## src/rtl/vector_mem_sequencer.sv

```systemverilog
// vector_mem_sequencer
//   Moves one LANES*WORD_W vector between the pipeline and the 32-bit data
//   memory. The vector travels as LANES word beats at consecutive word
//   addresses. The sequencer stalls the upstream stages until the transfer
//   is done. For a load (ldrv) it then presents the assembled vector on RdVec.
//
// Ports
//   clk, rst   clock; synchronous active-high reset
//   Req        vector memory op present in stage (held while Stall=1)
//   ReqWrite   1 = strv, 0 = ldrv (sampled at accept)
//   BaseAddr   byte address, word-aligned on accept
//   WrVec      store vector (sampled at accept)
//   MemRD      memory read data, 1-cycle synchronous latency
//   MemAddr    beat byte address
//   MemWE      memory write enable
//   MemWD      memory write data
//   RdVec      assembled load vector (lane 0 = lowest address)
//   Stall      freeze stages upstream of and including memory
//   Busy       sequencer not idle
//   Done       one-cycle completion pulse
//
// Build option
//   VMS_BYTE_SWAP_EN  reverse the byte order inside each word on MemWD and on
//                     MemRD before capture (big-endian AES state layout).
//
// State | meaning
// IDLE  | waiting for Req; Stall follows Req combinationally; accepts on Req
// XFER  | one beat per cycle at base + beat*bytes; stores write, loads read
// LAST  | load only: capture the final lane from the read latency slot
// DONE  | Done pulse, Stall released; Req is ignored here

module vector_mem_sequencer #(
  parameter int WORD_W = 32,
  parameter int LANES  = 4,
  parameter int ADDR_W = 32
) (
  input  logic                    clk,
  input  logic                    rst,
  input  logic                    Req,
  input  logic                    ReqWrite,
  input  logic [ADDR_W-1:0]       BaseAddr,
  input  logic [LANES*WORD_W-1:0] WrVec,
  input  logic [WORD_W-1:0]       MemRD,
  output logic [ADDR_W-1:0]       MemAddr,
  output logic                    MemWE,
  output logic [WORD_W-1:0]       MemWD,
  output logic [LANES*WORD_W-1:0] RdVec,
  output logic                    Stall,
  output logic                    Busy,
  output logic                    Done
);

  localparam int BYTES      = WORD_W / 8;
  localparam int BYTE_SHIFT = $clog2(BYTES);
  localparam int BEAT_W     = (LANES > 1) ? $clog2(LANES) : 1;

  localparam logic [BEAT_W-1:0] LAST_BEAT  = BEAT_W'(LANES - 1);
  localparam logic [ADDR_W-1:0] ALIGN_MASK = ~ADDR_W'(BYTES - 1);

  typedef enum logic [1:0] {
    IDLE,
    XFER,
    LAST,
    DONE
  } stateT;

  stateT                   state, stateNext;
  logic [BEAT_W-1:0]       beat, beatNext;
  logic                    isWrite;
  logic [ADDR_W-1:0]       base;
  logic [LANES*WORD_W-1:0] wrData;
  logic [LANES*WORD_W-1:0] rdData;

  logic                    accept;
  logic                    capEn;
  logic [BEAT_W-1:0]       capLane;
  logic [WORD_W-1:0]       wrWord;
  logic [WORD_W-1:0]       rdWord;

  function automatic logic [WORD_W-1:0] orderBytes(input logic [WORD_W-1:0] w);
`ifdef VMS_BYTE_SWAP_EN
    orderBytes = '0;
    for (int i = 0; i < BYTES; i++) begin
      orderBytes[i*8 +: 8] = w[(BYTES-1-i)*8 +: 8];
    end
`else
    orderBytes = w;
`endif
  endfunction

  assign wrWord = wrData[int'(beat)*WORD_W +: WORD_W];
  assign rdWord = orderBytes(MemRD);
  assign RdVec  = rdData;

  always_ff @(posedge clk) begin
    if (rst) begin
      state <= IDLE;
      beat  <= '0;
    end else begin
      state <= stateNext;
      beat  <= beatNext;
    end
  end

  always_ff @(posedge clk) begin
    if (rst) begin
      isWrite <= 1'b0;
      base    <= '0;
      wrData  <= '0;
      rdData  <= '0;
    end else begin
      if (accept) begin
        isWrite <= ReqWrite;
        base    <= BaseAddr & ALIGN_MASK;
        wrData  <= WrVec;
      end
      if (capEn) begin
        for (int i = 0; i < LANES; i++) begin
          if (capLane == BEAT_W'(i)) begin
            rdData[i*WORD_W +: WORD_W] <= rdWord;
          end
        end
      end
    end
  end

  always_comb begin
    stateNext = state;
    beatNext  = beat;
    accept    = 1'b0;
    capEn     = 1'b0;
    capLane   = LAST_BEAT;
    MemAddr   = '0;
    MemWE     = 1'b0;
    MemWD     = '0;
    Stall     = 1'b0;
    Busy      = 1'b0;
    Done      = 1'b0;

    case (state)
      IDLE: begin
        Stall = Req;
        if (Req) begin
          accept    = 1'b1;
          beatNext  = '0;
          stateNext = XFER;
        end
      end

      XFER: begin
        Busy    = 1'b1;
        Stall   = 1'b1;
        // The address wraps modulo 2^ADDR_W. This is allowed and is not flagged.
        MemAddr = base + (ADDR_W'(beat) << BYTE_SHIFT);
        if (isWrite) begin
          MemWE = 1'b1;
          MemWD = orderBytes(wrWord);
        end else if (beat != '0) begin
          // Read data for the previous beat arrives in this cycle.
          capEn   = 1'b1;
          capLane = beat - BEAT_W'(1);
        end
        beatNext = beat + BEAT_W'(1);
        if (beat == LAST_BEAT) begin
          beatNext  = '0;
          stateNext = isWrite ? DONE : LAST;
        end
      end

      LAST: begin
        Busy      = 1'b1;
        Stall     = 1'b1;
        capEn     = 1'b1;
        capLane   = LAST_BEAT;
        stateNext = DONE;
      end

      DONE: begin
        Busy      = 1'b1;
        Done      = 1'b1;
        stateNext = IDLE;
      end

      default: begin
        stateNext = IDLE;
      end
    endcase
  end

endmodule
```

## config.mk

```make
export PLATFORM = sky130hd
export DESIGN_NAME = vector_mem_sequencer
export DESIGN_NICKNAME = d
export VERILOG_FILES = /design/src/rtl/vector_mem_sequencer.sv
export SDC_FILE = /design/constraint.sdc
export NUM_CORES = 1
export LEC_CHECK = 0
export ABC_AREA = 1
export CELL_PAD_IN_SITES_DETAIL_PLACEMENT = 0
export CELL_PAD_IN_SITES_GLOBAL_PLACEMENT = 1
export CORE_MARGIN = 10
export CORE_UTILIZATION = 32
export CTS_CLUSTER_DIAMETER = 40
export DETAILED_ROUTE_END_ITERATION = 10
export GPL_TIMING_DRIVEN = 1
export HOLD_SLACK_MARGIN = 0.03
export PLACE_DENSITY_LB_ADDON = 0.05
export SETUP_SLACK_MARGIN = 0.1
export SYNTH_ARGS = -nofsm -noshare
export SYNTH_HDL_FRONTEND = slang
export SYNTH_SLANG_ARGS = --single-unit
```

## constraint.sdc

```tcl
create_clock -name clk -period 2.6 [get_ports clk]
set_input_delay 0.52 -clock clk [delete_from_list [all_inputs] [get_ports clk]]
set_output_delay 0.52 -clock clk [all_outputs]
set_load 0.02 [all_outputs]
```

==> flow_summary.html, run 1 <==
<table>
<tr><th>Metric</th><th>Value</th></tr>
<tr><th colspan="2">Run status</th></tr>
<tr><td>Outcome</td><td>complete, but fails checks</td></tr>
<tr><td>Violated checks</td><td>setup timing</td></tr>
<tr><th colspan="2">Route</th></tr>
<tr><td>Iteration count of the initial detailed-routing pass</td><td>5</td></tr>
<tr><td>Via/cell ratio</td><td>4.883</td></tr>
<tr><td>ANT nets after route</td><td>0</td></tr>
<tr><td>Routed len/inst</td><td>roughly 19 microns</td></tr>
<tr><td>Total via count after detailed routing</td><td>13570</td></tr>
<tr><td>WL met2</td><td>24840 microns</td></tr>
<tr><td>Number of remaining DRC errors</td><td>0</td></tr>
<tr><td>Met3 Routed Length</td><td>3794 microns</td></tr>
<tr><td>Wire length on met1</td><td>22390 microns</td></tr>
<tr><td>Final WL</td><td>roughly 52000 microns</td></tr>
<tr><td>Starting DRC count in detailed routing</td><td>912</td></tr>
<tr><td>Highest metal layer with signal wires</td><td>met5</td></tr>
<tr><th colspan="2">STA</th></tr>
<tr><td>Final critical-path share of the clock period</td><td>1.060</td></tr>
<tr><td>Worst clock skew</td><td>0.01277 ns</td></tr>
<tr><td>Worst Max-Slew Pin Slew</td><td>0.9324 ns</td></tr>
<tr><td>Final Max Tran Viols</td><td>0</td></tr>
<tr><td>RSZ-0062 raised after global routing</td><td>yes</td></tr>
<tr><td>Shortest clock period the worst path allows after layout</td><td>2.756 ns</td></tr>
<tr><td>Setup violations, final</td><td>39</td></tr>
<tr><td>Final Hold Violating Endpoints</td><td>0</td></tr>
<tr><td>Max Clock Freq</td><td>0.3628 GHz</td></tr>
<tr><td>Remaining max-slew budget at the tightest pin</td><td>0.3784</td></tr>
<tr><td>Fin worst setup slack</td><td>-0.1563 ns</td></tr>
<tr><th colspan="2">Final layout</th></tr>
<tr><td>Layout Nets</td><td>around 2400</td></tr>
<tr><td>Fin util</td><td>0.5063</td></tr>
<tr><td>Post-synthesis to final-layout area growth</td><td>55.66%</td></tr>
<tr><td>Share of final-layout standard cells stronger than drive strength 1</td><td>0.1322</td></tr>
<tr><td>Non-filler instance count after layout</td><td>2779</td></tr>
<tr><th colspan="2">Synthesis</th></tr>
<tr><td>Dominant combinational cell family by area after synthesis</td><td>simple AND/OR/NAND/NOR gates</td></tr>
<tr><td>Number of instances in the synthesized netlist</td><td>1845</td></tr>
<tr><td>Part of the Yosys area used for sequential elements</td><td>0.4613</td></tr>
<tr><td>Area share of and/or/nand/nor cells after synthesis</td><td>0.2974</td></tr>
<tr><td>Post-synthesis cell type with the largest combined area</td><td>dfxtp_1</td></tr>
<tr><td>Proportion of synthesized area in mux cells</td><td>0</td></tr>
<tr><td>FF+latch count, synth</td><td>291</td></tr>
<tr><td>Fraction of synthesized cell area taken by the top area cell type</td><td>0.4613</td></tr>
<tr><td>Post-Syn Area per Cell</td><td>6.845 sq um</td></tr>
<tr><td>Fraction of synthesized cell area in xor and xnor cells</td><td>0.002081</td></tr>
<tr><td>Synthesized-area fraction occupied by ao, oa, aoi and oai cells</td><td>0.1587</td></tr>
<tr><td>Post-synthesis adder-cell area fraction</td><td>0.009512</td></tr>
<tr><td>Count of different cell masters after synthesis</td><td>25</td></tr>
<tr><td>Most area-consuming cells after synthesis</td><td>dfxtp_1, nor2_1, o21ai_0</td></tr>
<tr><td>Yosys Warn Count</td><td>0</td></tr>
<tr><td>Netlist area before placement</td><td>12630 sq um</td></tr>
<tr><th colspan="2">CTS</th></tr>
<tr><td>Clock tree sinks</td><td>roughly 290</td></tr>
<tr><td>Number of buffers inserted during clock tree synthesis</td><td>50</td></tr>
<tr><td>Clock tree from TritonCTS</td><td>yes</td></tr>
<tr><td>Root buffer cell</td><td>clkbuf_16</td></tr>
<tr><td>Number of H-tree branching levels</td><td>2</td></tr>
<tr><td>Clock insertion delay at the later pin of the skew report</td><td>0.59 ns</td></tr>
<tr><td>Max Buffers Root-to-Sink</td><td>3</td></tr>
<tr><td>Clock slew seen by the registers of the worst setup and hold paths</td><td>0.05 ns</td></tr>
<tr><td>Post-CTS Hold Buffers</td><td>0</td></tr>
<tr><th colspan="2">Worst setup path</th></tr>
<tr><td>CP Launch Type</td><td>register</td></tr>
<tr><td>Crit path DAT</td><td>2.24 ns</td></tr>
<tr><td>Critical path type</td><td>reg -&gt; out</td></tr>
<tr><td>Maximum fanout count along the critical path</td><td>4</td></tr>
<tr><td>Data required time at the worst endpoint</td><td>2.08 ns</td></tr>
<tr><td>Critical path capture point type</td><td>output port</td></tr>
<tr><th colspan="2">Pwr</th></tr>
<tr><td>Worst VDD drop</td><td>532.2 uV</td></tr>
<tr><td>Power per unit of standard cell area</td><td>999.9 nW/um^2</td></tr>
<tr><td>Pwr Total</td><td>just under 20 mW</td></tr>
<tr><td>Static Leakage</td><td>7.615 nW</td></tr>
<tr><th colspan="2">Global route</th></tr>
<tr><td>Overall track demand over capacity in global routing</td><td>0.2062</td></tr>
<tr><td>Residual overflow from global routing</td><td>0</td></tr>
<tr><td>Via count of the first global-routing pass</td><td>about 13000</td></tr>
<tr><td>Number of antenna violations at the first check in global routing</td><td>12</td></tr>
<tr><td>Largest net degree at the start of global routing</td><td>99</td></tr>
<tr><td>Global-route wire length before repair</td><td>77860 microns</td></tr>
<tr><th colspan="2">Placed design</th></tr>
<tr><td>Number of port buffers</td><td>about 390</td></tr>
<tr><td>Pre-CTS worst setup slack</td><td>-0.2301 ns</td></tr>
<tr><td>Placer's final routability congestion estimate</td><td>0.8024</td></tr>
<tr><td>Final HPWL from detailed placement</td><td>roughly 34000 microns</td></tr>
<tr><td>Number of cells in the design after placement</td><td>2660</td></tr>
<tr><th colspan="2">Floorplanning</th></tr>
<tr><td>Number of I/O pins</td><td>392</td></tr>
<tr><td>Die boundary height</td><td>218.7 microns</td></tr>
<tr><td>Horizontal die dimension</td><td>218.7 microns</td></tr>
<tr><td>Effective utilization at floorplan</td><td>0.3252</td></tr>
<tr><td>Area inside the core boundary</td><td>approximately 39000 sq um</td></tr>
<tr><td>Number of core rows</td><td>72</td></tr>
<tr><td>Die area</td><td>47810 sq um</td></tr>
<tr><th colspan="2">Job</th></tr>
<tr><td>Count of maximum capacitance violations</td><td>0</td></tr>
<tr><th colspan="2">Min path</th></tr>
<tr><td>Type of the most critical hold path</td><td>reg -&gt; reg</td></tr>
</table>
## synth_stat cells
cell,n
o21ai_1,34
fa_1,1
a21oi_1,163
nand3_1,20
o21bai_1,1
buf_2,32
conb_1,1
xnor2_1,3
o21ai_0,202
buf_4,6
or2_2,2
buf_6,2
inv_2,2
ha_1,8
nor2_2,2
clkbuf_1,96
nor2_1,546
nand2_1,255
nor2_4,1
nor3_1,1
nand4_1,96
buf_1,8
inv_1,71
dfxtp_1,291
nand3b_1,1
## sequential cells by signal, summed over array words and instances, names as in the netlist
name and count:
RdVec 128, wrData 128, base 30, beat 2
state 2, isWrite 1
## what timing repair did
item                       in CTS  in global routing
resized for setup             312                 66
pin swaps                      16                 31
buffers inserted                4                  8
setup endpoints to repair     186                128
gates cloned                    6                  1
## through the flow
step / TNS (ns) / hold WS, ns / cell area, sq um
final: -2.670 / 0.4589 / 19660
after global routing: -7.868 / 0.4666 / 19650
after CTS: -5.025 / 0.4600 / 19370
after detailed placement: -4.196 / 0.4520 / 17150
after global placement: -2.706 / 0.4477 / 17150
after floorplan: 0 / 0.4445 / 12630
## kinds of logic (layout without fill, tap and decap cells)
logic type,after synthesis,after routing
AND/OR/NAND/NOR,924,924
AO/OA/AOI/OAI,400,400
flip-flops,291,291
buffers and inverters,217,625
adder cells (fa/ha/maj),9,9
XOR/XNOR,3,3
other,1,9
## path summary, 6_finish.rpt
| check | startpoint | endpoint | slack, ns | cells after the start |
|---|---|---|---|---|
| setup / recovery | beat[0] | MemAddr[26] | -0.16 | 11 |
| hold / removal | RdVec[63] | RdVec[63] | 0.46 | 2 |
| setup reg to reg | beat[0] | RdVec[99] | 0.19 | 12 |
| hold reg to reg | RdVec[63] | RdVec[63] | 0.46 | 2 |
## layout by cell type (no fill, tap or decap), types with 7 or more instances in the layout
cell               n
inv_1             64
nor2_4             9
buf_6             18
nand2_1          245
buf_12            15
clkinvlp_4         7
diode_2            7
clkdlybuf4s15_2    9
clkbuf_8           7
clkinv_2           7
nor2_2             9
nor2_1           531
o21ai_0          198
nand4_1           96
bufinv_16         13
clkbuf_16         51
nand3_1           16
o21ai_1           33
a21oi_1          152
a21oi_2           10
clkdlybuf4s50_1  321
buf_4             74
dfxtp_1          284
## metal layers
metal | GRT usage | vias to the layer above
li1 | - | 6783
met4 | 0.06642 | 10
met2 | 0.3342 | 399
met5 | 0 | -
met3 | 0.05870 | 77
met1 | 0.2587 | 6301
## power breakdown
group	total (mW)	internal, mW	switching (mW)
sequential	5.81	5.30	0.515
clock	7.55	5.05	2.50
combinational	6.29	2.36	3.94
## layout make-up
| class | instances | area (sq um) |
|---|---|---|
| Clock inverter | 36 | 590.6 |
| Sequential cell | 291 | 5837 |
| Fill cell | 3876 | 19170 |
| Tap cell | 518 | 648.1 |
| Antenna cell | 7 | 17.52 |
| Clock buffer | 57 | 1348 |
| Inverter | 73 | 304.0 |
| Multi-Input combinational cell | 1338 | 6196 |
| Timing Repair Buffer | 459 | 4717 |
## critical path, stage by stage (launching register included)
cell and delay [ns]:
dfxtp_2 0.33, ha_4 0.16, fa_2 0.35, nand2_2 0.10, nor2_4 0.05, nand2_4 0.11
buf_6 0.12, inv_2 0.04, nand3_1 0.08, nand2_1 0.06, nor2_1 0.10, buf_4 0.15
Note: power is estimated with default switching activity, not from simulation.
==> run 2: changes to the inputs <==
--- a/config.mk
+++ b/config.mk
@@ -14,7 +14,7 @@
 export DETAILED_ROUTE_END_ITERATION = 10
 export GPL_TIMING_DRIVEN = 1
 export HOLD_SLACK_MARGIN = 0.03
-export PLACE_DENSITY_LB_ADDON = 0.05
+export PLACE_DENSITY_LB_ADDON = 0.1
 export SETUP_SLACK_MARGIN = 0.1
 export SYNTH_ARGS = -nofsm -noshare
 export SYNTH_HDL_FRONTEND = slang
==> run 2 against run 1 <==
The run still ends with setup timing left. Total power down 3.1%. First-iteration DRC count decreased by 14%. Die area stayed put. Maximum frequency grew 0.81%. Non-clock buffer count increased by 2. Combinational power is 2% lower. Utilization up 0.66 points. Clock skew down 0.0045 ns. Via count is 0.55% lower. Global-route usage is 0.66 points lower. Sequential power barely moved. Critical endpoint unchanged. Highest routed layer unchanged.
==> flow_summary.html, run 2 (synthesized netlist as in run 1, its figures left out) <==
<table>
<tr><th>Metric</th><th>Value</th></tr>
<tr><th colspan="2">CTS</th></tr>
<tr><td>Number of buffers inserted during clock tree synthesis</td><td>51 (was 50)</td></tr>
<tr><td>Post-CTS Hold Buffers</td><td>0 (unchanged)</td></tr>
<tr><td>Max Buffers Root-to-Sink</td><td>3 (unchanged)</td></tr>
<tr><td>Clock slew seen by the registers of the worst setup and hold paths</td><td>0.05 ns (about the same)</td></tr>
<tr><td>Number of H-tree branching levels</td><td>2 (unchanged)</td></tr>
<tr><td>Clock insertion delay at the later pin of the skew report</td><td>0.57 ns (was 0.59 ns)</td></tr>
<tr><td>Clock tree sinks</td><td>291 (unchanged)</td></tr>
<tr><td>Clock tree from TritonCTS</td><td>yes (unchanged)</td></tr>
<tr><td>Root buffer cell</td><td>clkbuf_16 (unchanged)</td></tr>
<tr><th colspan="2">STA</th></tr>
<tr><td>Max Clock Freq</td><td>0.3658 GHz (was 0.3628 GHz)</td></tr>
<tr><td>Setup violations, final</td><td>30 (was 39)</td></tr>
<tr><td>Worst Max-Slew Pin Slew</td><td>0.7163 ns (was 0.9324 ns)</td></tr>
<tr><td>Remaining max-slew budget at the tightest pin</td><td>0.5225 (was 0.3784)</td></tr>
<tr><td>RSZ-0062 raised after global routing</td><td>yes (unchanged)</td></tr>
<tr><td>Worst clock skew</td><td>0.008313 ns (was 0.01277 ns)</td></tr>
<tr><td>Fin worst setup slack</td><td>-0.1340 ns (was -0.1563 ns)</td></tr>
<tr><td>Final total negative setup slack</td><td>-1.257 ns (was -2.670 ns)</td></tr>
<tr><td>Final Hold Violating Endpoints</td><td>0 (unchanged)</td></tr>
<tr><td>Final Max Tran Viols</td><td>0 (unchanged)</td></tr>
<tr><td>Final critical-path share of the clock period</td><td>1.052 (was 1.060)</td></tr>
<tr><td>Shortest clock period the worst path allows after layout</td><td>2.734 ns (was 2.756 ns)</td></tr>
<tr><th colspan="2">Final layout</th></tr>
<tr><td>Share of final-layout standard cells stronger than drive strength 1</td><td>0.1676 (was 0.1322)</td></tr>
<tr><td>Commonest non-fill, non-tap cell in the layout</td><td>nor2_1 (unchanged)</td></tr>
<tr><td>Post-synthesis to final-layout area growth</td><td>57.70% (was 55.66%)</td></tr>
<tr><td>Top library cells by usage in the layout, fill and taps aside</td><td>nor2_1, clkdlybuf4s50_1, dfxtp_1 (unchanged)</td></tr>
<tr><td>Final instance area</td><td>19920 sq um (was 19660 sq um)</td></tr>
<tr><td>Layout Nets</td><td>2421 (was 2418)</td></tr>
<tr><th colspan="2">Floorplanning</th></tr>
<tr><td>Area inside the core boundary</td><td>38830 sq um (unchanged)</td></tr>
<tr><td>Die boundary height</td><td>218.7 microns (unchanged)</td></tr>
<tr><td>Horizontal die dimension</td><td>218.7 microns (unchanged)</td></tr>
<tr><td>Effective utilization at floorplan</td><td>0.3252 (unchanged)</td></tr>
<tr><td>Die area</td><td>47810 sq um (unchanged)</td></tr>
<tr><td>Number of core rows</td><td>72 (unchanged)</td></tr>
<tr><td>Number of I/O pins</td><td>392 (unchanged)</td></tr>
<tr><th colspan="2">Route</th></tr>
<tr><td>ANT nets after route</td><td>0 (unchanged)</td></tr>
<tr><td>Final WL</td><td>51030 microns (was 52160 microns)</td></tr>
<tr><td>Number of remaining DRC errors</td><td>0 (unchanged)</td></tr>
<tr><td>Routed len/inst</td><td>18.39 microns (was 18.77 microns)</td></tr>
<tr><td>Starting DRC count in detailed routing</td><td>783 (was 912)</td></tr>
<tr><td>Via/cell ratio</td><td>4.863 (was 4.883)</td></tr>
<tr><td>Iteration count of the initial detailed-routing pass</td><td>7 (was 5)</td></tr>
<tr><td>Total via count after detailed routing</td><td>13500 (was 13570)</td></tr>
<tr><th colspan="2">Min path</th></tr>
<tr><td>Type of the most critical hold path</td><td>reg -&gt; reg (unchanged)</td></tr>
<tr><td>Terminating pin of the worst hold path</td><td>RdVec[63] (unchanged)</td></tr>
<tr><td>Hold Crit Depth</td><td>2 (unchanged)</td></tr>
<tr><td>Hold path startpoint</td><td>RdVec[63] (unchanged)</td></tr>
<tr><th colspan="2">Worst setup path</th></tr>
<tr><td>Depth of the most critical reg-to-reg path</td><td>12 (unchanged)</td></tr>
<tr><td>Maximum fanout count along the critical path</td><td>3 (was 4)</td></tr>
<tr><td>Crit path DAT</td><td>2.21 ns (was 2.24 ns)</td></tr>
<tr><td>Data required time at the worst endpoint</td><td>2.08 ns (about the same)</td></tr>
<tr><td>Critical path type</td><td>reg -&gt; out (unchanged)</td></tr>
<tr><td>Setup slack of the most critical reg-to-reg path</td><td>0.24 ns (was 0.19 ns)</td></tr>
<tr><td>Worst reg2reg path endpoint</td><td>RdVec[111] (was RdVec[99])</td></tr>
<tr><td>CP Launch Type</td><td>register (unchanged)</td></tr>
<tr><td>Critical path capture point type</td><td>output port (unchanged)</td></tr>
<tr><td>Origin of the worst setup path</td><td>beat[0] (unchanged)</td></tr>
<tr><td>Origin of the critical flop-to-flop path</td><td>beat[1] (was beat[0])</td></tr>
<tr><th colspan="2">Placed design</th></tr>
<tr><td>Number of port buffers</td><td>387 (unchanged)</td></tr>
<tr><td>Area after detailed placement</td><td>17160 sq um (was 17150 sq um)</td></tr>
<tr><td>Placer's final routability congestion estimate</td><td>0.8140 (was 0.8024)</td></tr>
<tr><td>Final HPWL from detailed placement</td><td>34020 microns (was 34350 microns)</td></tr>
<tr><th colspan="2">Pwr</th></tr>
<tr><td>Power per unit of standard cell area</td><td>956.0 nW/um^2 (was 999.9 nW/um^2)</td></tr>
<tr><td>Pwr Total</td><td>19.04 mW (was 19.65 mW)</td></tr>
<tr><td>Static Leakage</td><td>7.593 nW (was 7.615 nW)</td></tr>
<tr><td>Worst VDD drop</td><td>531.6 uV (was 532.2 uV)</td></tr>
<tr><th colspan="2">Global route</th></tr>
<tr><td>Overall track demand over capacity in global routing</td><td>0.1995 (was 0.2062)</td></tr>
<tr><td>Largest net degree at the start of global routing</td><td>175 (was 99)</td></tr>
<tr><td>Number of antenna violations at the first check in global routing</td><td>6 (was 12)</td></tr>
<tr><td>Global-route wire length before repair</td><td>76010 microns (was 77860 microns)</td></tr>
<tr><td>Via count of the first global-routing pass</td><td>12980 (was 13000)</td></tr>
<tr><td>Residual overflow from global routing</td><td>0 (unchanged)</td></tr>
<tr><th colspan="2">Run status</th></tr>
<tr><td>Violated checks</td><td>setup timing (unchanged)</td></tr>
<tr><td>Outcome</td><td>complete, but fails checks (unchanged)</td></tr>
<tr><th colspan="2">Job</th></tr>
<tr><td>Count of maximum capacitance violations</td><td>0 (unchanged)</td></tr>
</table>
[run 2: cell count changes in the layout (fill, tap and decap cells not counted), moves of 7 or more]
cell / before / now
o21ai_0: 198 / 181
clkbuf_1: 0 / 10
a21oi_2: 10 / 26
nor2_2: 9 / 18
nor2_1: 531 / 495
clkdlybuf4s15_2: 9 / 0
dfxtp_1: 284 / 277
nor2_4: 9 / 36
a21oi_1: 152 / 136
o21ai_2: 5 / 21
buf_6: 18 / 34
[run 2: how the worst max path moves through the flow]
stage / end / slack, ns / cells after the start
finish: MemAddr[26] / -0.13 / 12
global route: MemAddr[26] / -0.25 / 9
CTS: MemAddr[30] / -0.13 / 12
detailed placement: MemAddr[14] / -0.23 / 9
global placement: MemAddr[22] / -0.23 / 10
floorplan: MemAddr[14] / 0.28 / 8
[run 2: layout make-up]
cell class / count / area [sq um]
Inverter: 73 / 300.3
Clock buffer: 72 / 1488
Clock inverter: 20 / 319.1
Tap cell: 518 / 648.1
Fill cell: 3928 / 18910
Antenna cell: 2 / 5.005
Sequential cell: 291 / 5848
Multi-Input combinational cell: 1338 / 6609
Timing Repair Buffer: 461 / 4698
[run 2: metal layers]
metal | GRT usage | routed length, microns | vias to the layer above
met5 | 0 | 65 | -
met4 | 0.05907 | 1124 | 10
met3 | 0.05552 | 3661 | 82
met2 | 0.3300 | 24390 | 373
met1 | 0.2477 | 21790 | 6258
li1 | - | - | 6773
[run 2: report_power, final]
group	total [mW]	internal [mW]	switching [mW]
Combinational	6.18	2.19	3.99
Clock	7.02	4.74	2.28
Sequential	5.84	5.31	0.526
[run 2: stage by stage]
step	setup slack (ns)	std cells	hold slack (ns)	utilization
finish	-0.1340	2775	0.4574	0.5129
detailed placement	-0.2280	2664	0.4521	0.4419
floorplan	0.2844	1846	0.4445	-
global placement	-0.2315	2664	0.4485	0.4419
CTS	-0.1340	2760	0.4592	0.4931
global route	-0.2475	2773	0.4723	0.5128
[run 2: critical path, stage by stage (launching register included)]
cell	delay [ns]
dfxtp_4	0.35
ha_4	0.16
fa_2	0.35
nand2_2	0.10
nor2_4	0.05
nand2_4	0.10
buf_12	0.14
clkinv_8	0.05
nand2_4	0.05
nand2_1	0.05
nand2_1	0.06
nor2_1	0.04
buf_4	0.15
[run 2: repair_timing]
action / 4_1_cts / 5_1_grt
cloned: 2 / 3
pin swaps: 21 / 75
gates resized for setup: 377 / 197
setup buffers: 2 / 11
endpoints found under the setup margin: 65 / 61
